<file path="config.mk">
export PLATFORM = sky130hd
export DESIGN_NAME = uart_mem_loader
export DESIGN_NICKNAME = d
export VERILOG_FILES = /design/src/rtl/uart_mem_loader.sv
export SDC_FILE = /design/constraint.sdc
export NUM_CORES = 1
export LEC_CHECK = 0
export ABC_CLOCK_PERIOD_IN_PS = 2800
export BUFFER_PORTS_ARGS = -buffer_cell sky130_fd_sc_hd__clkbuf_2
export CORE_MARGIN = 5
export CORE_UTILIZATION = 59
export DETAILED_ROUTE_END_ITERATION = 6
export GPL_ROUTABILITY_DRIVEN = 0
export GPL_TIMING_DRIVEN = 0
export PLACE_DENSITY = 0.84
export SETUP_SLACK_MARGIN = 0.3
export SLEW_MARGIN = 10
export SYNTH_ARGS = -nofsm -noshare
export SYNTH_HDL_FRONTEND = slang
export SYNTH_SLANG_ARGS = --single-unit
</file>
<file path="constraint.sdc">
create_clock -name CLK -period 2.8 [get_ports CLK]
set_input_delay 0.56 -clock CLK [delete_from_list [all_inputs] [get_ports CLK]]
set_output_delay 0.56 -clock CLK [all_outputs]
set_load 0.01 [all_outputs]
</file>
<file path="src/rtl/uart_mem_loader.sv">
// Length-framed UART-to-RAM loader: sends a prompt, receives LEN + payload + checksum,
// writes the payload to RAM from address 0 and replies with ACK or NAK.
module uart_mem_loader #(
  parameter int         ADDR_W      = 16,
  parameter logic [7:0] PROMPT_BYTE = 8'd100,
  parameter logic [7:0] ACK_BYTE    = 8'hAA,
  parameter logic [7:0] NAK_BYTE    = 8'h55,
  parameter int         TIMEOUT_CYC = 50000000
) (
  input  logic              CLK,
  input  logic              RESET_N,
  input  logic              START,
  input  logic              RX_DONE,
  input  logic [7:0]        RX_DATA,
  input  logic              TX_READY,
  output logic              TX_SEND,
  output logic [7:0]        TX_DATA,
  output logic              MEM_EN,
  output logic              MEM_WE,
  output logic [ADDR_W-1:0] MEM_ADDR,
  output logic [7:0]        MEM_DIN,
  output logic              BUSY,
  output logic              DONE,
  output logic [1:0]        ERR_CODE,
  output logic [ADDR_W:0]   BYTE_COUNT
);

  localparam int TMO_W = $clog2(TIMEOUT_CYC) + 1;
  // Length comparisons need room for both a 16-bit length and the 2**ADDR_W capacity
  localparam int CMP_W = (ADDR_W + 1 > 17) ? ADDR_W + 1 : 17;
  localparam logic [CMP_W-1:0] CAPACITY = CMP_W'(1) << ADDR_W;
  localparam logic [TMO_W-1:0] TMO_LAST = TMO_W'(TIMEOUT_CYC - 1);

  localparam logic [1:0] ERR_OK   = 2'd0;
  localparam logic [1:0] ERR_CSUM = 2'd1;
  localparam logic [1:0] ERR_TMO  = 2'd2;
  localparam logic [1:0] ERR_LEN  = 2'd3;

  typedef enum logic [3:0] {
    S_IDLE, S_P_SEND, S_P_GAP, S_P_WAIT, S_LEN_HI, S_LEN_LO, S_DATA,
    S_WRITE, S_CSUM, S_R_SEND, S_R_GAP, S_R_WAIT, S_FINISH
  } state_t;

  state_t              r_state;
  state_t              w_state_next;
  logic [1:0]          r_err;
  logic [1:0]          w_err_next;
  logic [15:0]         r_len;
  logic [ADDR_W-1:0]   r_index;
  logic [ADDR_W:0]     r_byte_count;
  logic [7:0]          r_sum;
  logic [7:0]          r_tx_data;
  logic                r_mem_we;
  logic [ADDR_W-1:0]   r_mem_addr;
  logic [7:0]          r_mem_din;
  logic [TMO_W-1:0]    r_tmo;

  logic [CMP_W-1:0]    w_len_new;
  logic                w_last;
  logic                w_tmo;
  logic                w_counting;
  logic                w_enter_len_hi;
  logic                w_enter_r_send;

  assign w_len_new      = CMP_W'({r_len[15:8], RX_DATA});
  assign w_last         = (CMP_W'(r_index) == (CMP_W'(r_len) - CMP_W'(1)));
  assign w_counting     = (r_state == S_LEN_HI) || (r_state == S_LEN_LO) ||
                          (r_state == S_DATA)   || (r_state == S_CSUM);
  assign w_tmo          = w_counting && (r_tmo == TMO_LAST);
  assign w_enter_len_hi = (w_state_next == S_LEN_HI) && (r_state != S_LEN_HI);
  assign w_enter_r_send = (w_state_next == S_R_SEND) && (r_state != S_R_SEND);

  always_ff @(posedge CLK or negedge RESET_N) begin
    if (!RESET_N) begin
      r_state <= S_IDLE;
      r_err   <= ERR_OK;
    end else begin
      r_state <= w_state_next;
      r_err   <= w_err_next;
    end
  end

  // RX_DONE is tested before the timeout everywhere, so a received byte beats a coincident expiry
  always_comb begin
    w_state_next = r_state;
    w_err_next   = r_err;
    case (r_state)
      S_IDLE: begin
        if (START) begin
          w_state_next = S_P_SEND;
          w_err_next   = ERR_OK;
        end
      end
      S_P_SEND: if (TX_READY) w_state_next = S_P_GAP;
      S_P_GAP:  w_state_next = S_P_WAIT;
      S_P_WAIT: if (TX_READY) w_state_next = S_LEN_HI;
      S_LEN_HI: begin
        if (RX_DONE) begin
          w_state_next = S_LEN_LO;
        end else if (w_tmo) begin
          w_state_next = S_R_SEND;
          w_err_next   = ERR_TMO;
        end
      end
      S_LEN_LO: begin
        if (RX_DONE) begin
          if (w_len_new > CAPACITY) begin
            w_state_next = S_R_SEND;
            w_err_next   = ERR_LEN;
          end else if (w_len_new == '0) begin
            w_state_next = S_CSUM;
          end else begin
            w_state_next = S_DATA;
          end
        end else if (w_tmo) begin
          w_state_next = S_R_SEND;
          w_err_next   = ERR_TMO;
        end
      end
      S_DATA: begin
        if (RX_DONE) begin
          w_state_next = S_WRITE;
        end else if (w_tmo) begin
          w_state_next = S_R_SEND;
          w_err_next   = ERR_TMO;
        end
      end
      S_WRITE: w_state_next = w_last ? S_CSUM : S_DATA;
      S_CSUM: begin
        if (RX_DONE) begin
          w_state_next = S_R_SEND;
          if (RX_DATA != r_sum) w_err_next = ERR_CSUM;
        end else if (w_tmo) begin
          w_state_next = S_R_SEND;
          w_err_next   = ERR_TMO;
        end
      end
      S_R_SEND: if (TX_READY) w_state_next = S_R_GAP;
      S_R_GAP:  w_state_next = S_R_WAIT;
      S_R_WAIT: if (TX_READY) w_state_next = S_FINISH;
      S_FINISH: w_state_next = S_IDLE;
      default:  w_state_next = S_IDLE;
    endcase
  end

  always_comb begin
    TX_SEND = 1'b0;
    BUSY    = 1'b0;
    DONE    = 1'b0;
    MEM_EN  = 1'b0;
    if (r_state != S_IDLE) BUSY = 1'b1;
    if ((r_state != S_IDLE) && (r_state != S_FINISH)) MEM_EN = 1'b1;
    if (r_state == S_FINISH) DONE = 1'b1;
    if (((r_state == S_P_SEND) || (r_state == S_R_SEND)) && TX_READY) TX_SEND = 1'b1;
  end

  always_ff @(posedge CLK or negedge RESET_N) begin
    if (!RESET_N) begin
      r_tmo <= '0;
    end else if (RX_DONE || w_enter_len_hi) begin
      r_tmo <= '0;
    end else if (w_counting) begin
      r_tmo <= r_tmo + TMO_W'(1);
    end
  end

  // Frame datapath: length capture, payload write strobe, running checksum, reply byte
  always_ff @(posedge CLK or negedge RESET_N) begin
    if (!RESET_N) begin
      r_len        <= '0;
      r_index      <= '0;
      r_byte_count <= '0;
      r_sum        <= '0;
      r_tx_data    <= '0;
      r_mem_we     <= 1'b0;
      r_mem_addr   <= '0;
      r_mem_din    <= '0;
    end else begin
      r_mem_we <= 1'b0;
      if ((r_state == S_IDLE) && START) begin
        r_index      <= '0;
        r_byte_count <= '0;
        r_sum        <= '0;
        r_tx_data    <= PROMPT_BYTE;
      end
      if ((r_state == S_LEN_HI) && RX_DONE) r_len[15:8] <= RX_DATA;
      if ((r_state == S_LEN_LO) && RX_DONE) r_len[7:0]  <= RX_DATA;
      if ((r_state == S_DATA) && RX_DONE) begin
        r_mem_we   <= 1'b1;
        r_mem_addr <= r_index;
        r_mem_din  <= RX_DATA;
        r_sum      <= r_sum + RX_DATA;
      end
      if (r_state == S_WRITE) begin
        r_index      <= r_index + ADDR_W'(1);
        r_byte_count <= r_byte_count + (ADDR_W + 1)'(1);
      end
      if (w_enter_r_send) r_tx_data <= (w_err_next == ERR_OK) ? ACK_BYTE : NAK_BYTE;
    end
  end

  assign TX_DATA    = r_tx_data;
  assign MEM_WE     = r_mem_we;
  assign MEM_ADDR   = r_mem_addr;
  assign MEM_DIN    = r_mem_din;
  assign ERR_CODE   = r_err;
  assign BYTE_COUNT = r_byte_count;

endmodule

</file>
; Yosys cells after proc, flatten, opt, wreduce, memory -nomap -nowiden
; Cells that the tools add are included.
[totals]
output_inout_bits = 56
reg_bits = 123
inputBits = 13
wordCells = 99
[classes]
eq_ne = 20
mux = 38
n_reduce_logical = 23
add_sub_neg = 5
order_cmp = 1
[op_table]
columns = cell, n
row1 = $mux 27, 2
row2 = $mux 4, 13
row3 = $pmux 4 s12, 1
row4 = $mux 8, 5
row5 = $mux 17, 2
row6 = $mux 16, 2
row7 = $add 27x1->27 const B, 1
row8 = $eq 27x26->1 const B, 1
row9 = $eq 4x4->1 const B, 6
row10 = $eq 4x3->1 const B, 5
row11 = $add 17x1->17 const B, 1
row12 = $eq 16x17->1, 1
row13 = $gt 16x17->1 const B, 1
row14 = $logic_not 17->1, 1
row15 = $sub 16x1->17 const B, 1
row16 = $add 16x1->16 const B, 1
row17 = $mux 2, 7
row18 = $logic_and 1x1->1, 9
row19 = $add 8x8->8, 1
row20 = $eq 4x2->1 const B, 2
row21 = $ne 4x4->1 const B, 2
row22 = $ne 8x8->1, 1
row23 = $pmux 2 s4, 1
row24 = $reduce_bool 2->1, 4
row25 = 8 further kinds, 16

; Depth between registers and ports, before layout
[logic_depth]
depth_word = 12
mapped_depth = 9
ltp_nobuf = 9

; Worst setup path after synthesis
; OpenSTA, ideal clock, no wires.
[synth_path]
path_type = input to register
start = input RX_DONE
end = register r_tx_data[4] (netlist: TX_DATA[4])
setup_time_ns = 0.128
setup_slack_ns = 0.524
arrival_time_ns = 2.148
stages = 8
cell_sequence = clkbuf_1 nor4b_1 nand4_1 o21ai_0 o21ba_1 o22ai_2 o2111ai_2 mux2_1
[synth_between]
elab_chain_len = 5
word_cells_on_any_way = 15
classes_between = eq/ne: 1 / mux: 11 / reduce/logical: 3
[synth_lines]
columns = element, line
row1 = start: declaration, 13  ; input logic RX_DONE,
row2 = $mux 4 (tied with other cells), 130  ; if (RX_DONE) begin
row3 = $pmux 4 s12 or $pmux 2 s4 (tied branches), 87  ; case (r_state)
row4 = $eq 4x4->1 or $logic_not 2->1 (tied branches), "71, 198"
row5 = $logic_and 1x1->1 or $mux 8 (tied branches), "71, 198"
row6 = $mux 8 or $reduce_bool 2->1 (tied branches), --
row7 = end signal: assignment, 198  ; if (w_enter_r_send) r_tx_data <= (w_err_next == ERR_OK) ? ACK_BYTE : NAK_BYTE;
row8 = end: declaration, 52  ; logic [7:0] r_tx_data;
; Several ways; a longest one is shown, not always the timed one.
; A chain may end at the register's enable or synchronous reset.

; Worst setup path after layout
[layout_path]
start = register r_state[1]
end = output TX_SEND
[layout_between]
elab_chain_len = 4
word_cells_on_any_way = 5
classes_between = eq/ne: 2 / mux: 1 / reduce/logical: 2
[layout_lines]
columns = element, line
row1 = start: declaration, 44  ; state_t r_state;
row2 = start signal: assignment, 78  ; r_state <= w_state_next;
row3 = $eq 4x1->1 or $eq 4x4->1 (tied branches), 154  ; if (((r_state == S_P_SEND) || (r_state == S_R_SEND)) && TX_READY) TX_SEND = 1'b1;
row4 = $logic_or 1x1->1 (*), 154
row5 = $logic_and 1x1->1 (*), 154
row6 = $mux 1 (*), 154
row7 = end: declaration, 16  ; output logic TX_SEND,
; Mark *: on every way between the ends. The rest lies on a longest branch, timed or not.

==> flow_metrics.py <==
metrics = {
    "worst_setup_path": {
        "crit_path_start_kind": "flip-flop",
        "crit_slowest_cell": "nor4_1",
        "required_ns": 2.24,
        "worstPathMaxFanout": 10,
        "path_class": "flip-flop to primary output",
        "crit_chain": "clkbuf_2 > nor4_1 > clkbuf_2",
        "cpMostUsedCell": "clkbuf_2",
        "crit_path_max_incr_delay_ns": 0.49,
        "crit_arrival_ns": 1.94,
        "worstSetupEndpointType": "primary output",
        "r2r_cells": 7,
    },
    "clock_network": {
        "insertion_delay_ns": 0.54,
        "ctsLongestPathBuffers": 2,
        "cts_buffers": 17,
        "cts_htree_levels": 4,
        "cts-root-buf": "clkbuf_8",
        "cts_tree": "yes",
        "clock-sinks": 119,
        "path_clk_slew_ns": 0.06,
    },
    "routing": {
        "postRouteAntennaNets": 0,
        "drt_iter0_drc": 554,
        "drc": 0,
        "wl_per_cell_um": 17.0,
        "wl_um": 15600,
        "vias_per_cell": 5.93,
        "firstDrtPassIters": 5,
        "vias": 5417,
    },
    "timing": {
        "report.final.slew_viol_count": 0,
        "post-route-min-period_ns": 2.50,
        "worstMarginPinSlew_ns": 0.721,
        "report.final.setup_viol": 0,
        "setup_ws_ns": 0.300,
        "hold_viol": 0,
        "fmax_mhz": 400,
        "finClkSkew_ns": 0.00936,
        "fin_crit_sh_pct": 89.3,
        "whs_ns": 0.319,
        "grt_setup_unrepaired": "false",
        "relSlewSlack_pct": 51.7,
    },
    "floorplanning": {
        "dieWidth_um": 114,
        "rows": 38,
        "die_area_mm2": 0.0130,
        "chipHeight_um": 114,
        "ios": 69,
        "start_util_pct": 59.7,
        "coreArea_mm2": 0.0107,
    },
    "min_path": {
        "whs_path_depth": 3,
        "hold_path.class": "input port to flip-flop",
    },
    "synthesis": {
        "synth-seq-cells": 119,
        "synth_ff_type": "dfrtp_1",
        "synth_cell_types": 77,
        "synth_area_mm2": 0.00638,
        "synth_edf_count": 0,
        "syn_avg_cell_area_um2": 9.60,
        "yosysWarnings": 0,
        "ys_seq_area_share_pct": 46.7,
        "async_flop_share_pct": 100,
        "syn_nets": 690,
        "netlist_instances": 665,
    },
    "global_route": {
        "grt_overflow_total": 0,
        "first_global_vias": 5411,
        "use_met2_pct": 43.0,
        "grt_max_degree": 63,
        "grt_pass1_wl_um": 26100,
        "met1_usage_pct": 30.0,
        "grt_util_met3_pct": 6.90,
        "grtUsageTotal_pct": 25.2,
        "antenna_found_initial": 0,
        "busiest_layer": "met2",
    },
    "power_and_ir_drop": {
        "p_sw_share_pct": 36.5,
        "p_total_mw": 7.62,
        "pwr-share-clk_pct": 30.4,
        "power_density_mw_per_mm2": 988,
        "leakage_nw": 3.69,
        "pwr-share-seq_pct": 34.7,
        "intPower_mw": 4.84,
        "p_switching_mw": 2.79,
        "peakVddDrop_v": 0.000684,
        "combPwrFrac_pct": 34.8,
    },
    "cells_and_area": {
        "area_delta_synth_final_pct": 20.8,
        "layout_common_cells": "134 x nand2_1, 117 x dfrtp_1, 67 x clkbuf_2, 53 x nor2_1, 38 x nand3_1",
        "regArea_mm2": 0.00298,
        "drive_above_1_share_pct": 22.4,
        "fin_nets": 785,
        "final_common_cell": "nand2_1",
        "n_fill_cell": 735,
        "antenna_cells": 0,
        "multi_input_area_mm2": 0.00329,
    },
    "outcome": {
        "run_status": "complete, no violations",
    },
    "placed_design": {
        "place.detailed.hpwl_um": 10800,
        "post-place-ws_ns": 0.0289,
        "port_buffers": 67,
    },
    "run": {
        "cap_violations": 0,
    },
}
-- power groups by stage --
stage,clock network [mW],logic (mW),registers [mW]
floorplan,0,1.73,2.64
global placement,0,2.40,2.61
detailed placement,0,2.51,2.64
CTS,2.34,2.56,2.62
global route,2.42,2.92,2.72
finish,2.32,2.65,2.65
-- area by class of cell --
cell class,instances,share of cell area [%]
clock buffers,19,5.47
repair buffers,76,5.63
well taps,140,2.27
plain buffers,28,1.98
clock inverters,13,2.65
inverters,13,0.633
flip-flops and latches,119,38.7
multi-input cells,505,42.7
-- Yosys cell counts (all sizes together), types with 2 or more instances --
master | count | area share [%]
o21ai | 34 | 2.8
nand4b | 2 | 0.27
a31oi | 3 | 0.29
a21boi | 2 | 0.41
and2b | 2 | 0.29
inv | 13 | 0.76
nor3 | 13 | 1.3
and4 | 5 | 0.73
ha | 11 | 2.2
or4 | 3 | 0.47
nor2 | 56 | 3.4
a22o | 2 | 0.27
dfrtp | 119 | 47
a21o | 5 | 0.59
o21bai | 2 | 0.29
xor2 | 29 | 4.0
and3 | 14 | 1.5
nand2 | 134 | 7.9
mux2i | 19 | 3.0
mux2 | 18 | 3.2
nor4 | 14 | 2.2
and2 | 5 | 0.49
buf | 13 | 1.3
nand3 | 40 | 3.2
o21a | 2 | 0.24
a21oi | 8 | 0.63
o41ai | 2 | 0.27
nand2b | 7 | 0.69
o211ai | 4 | 0.47
clkbuf | 15 | 1.0
xnor2 | 24 | 3.3
or4b | 2 | 0.37
nand4 | 12 | 1.3
o22ai | 3 | 0.39
o31ai | 8 | 0.94
-- registers in the layout, indices dropped and copies added (netlist names), 2 cells and up --
register	count
ERR_CODE	2
r_len	16
r_index	16
r_tmo	27
TX_DATA	4
r_state	4
MEM_ADDR	16
MEM_DIN	8
r_sum	8
BYTE_COUNT	17
-- routing by layer --
layer | vias to the layer above | part of all wire (%)
li1 | 2501 | -
met1 | 2683 | 40
met2 | 189 | 52
met3 | 44 | 5.3
met4 | 0 | 2.6
met5 | - | 0
-- logic make-up after synthesis --
logic type / Yosys count / share of synthesized area [%]
flops: 119 / 46.7
xor+xnor: 53 / 7.27
mux: 37 / 6.16
buf+inv: 41 / 3.14
simple gates: 316 / 24.8
fa+ha+maj: 12 / 2.47
compound gates: 87 / 9.53
-- what timing repair did --
item,CTS,global route
pin swaps,1,8
setup endpoints to repair,2,30
gates resized for setup,4,18
hold buffers,1,0
endpoints found under the hold margin,3,0
setup buffers,0,7
cloned,0,0
-- per-stage QoR --
stage / TNS [ns] / instances / utilization (%) / area, µm²
floorplan: 0 / 665 / - / 6380
global placement: -57.45 / 872 / 64.4 / 6890
detailed placement: 0 / 873 / 64.8 / 6930
CTS: 0 / 906 / 71.0 / 7590
global route: 0 / 913 / 72.1 / 7710
finish: 0 / 913 / 72.1 / 7710
-- worst paths after layout --
check,start,to,slack [ns]
hold / removal,RX_DATA[6],MEM_DIN[6]$_DFFE_PN0P_,0.32
setup / recovery,r_state[1]$_DFF_PN0_,TX_SEND,0.30
max in group asynchronous,RESET_N,r_len[3]$_DFFE_PN0P_,1.57
hold reg to reg,MEM_ADDR[14]$_DFFE_PN0P_,MEM_ADDR[14]$_DFFE_PN0P_,0.48
min in group asynchronous,RESET_N,r_tmo[10]$_DFFE_PN0P_,0.57
setup reg to reg,r_tmo[8]$_DFFE_PN0P_,TX_DATA[4]$_DFFE_PN0P_,0.36
-- worst max-delay path: cells and delay by family, from the launching register on --
kind,cells,cell delay (ns)
buf+inv,2,0.47
flops,1,0.45
simple gates,1,0.49
(Power assumes the default switching activity.)
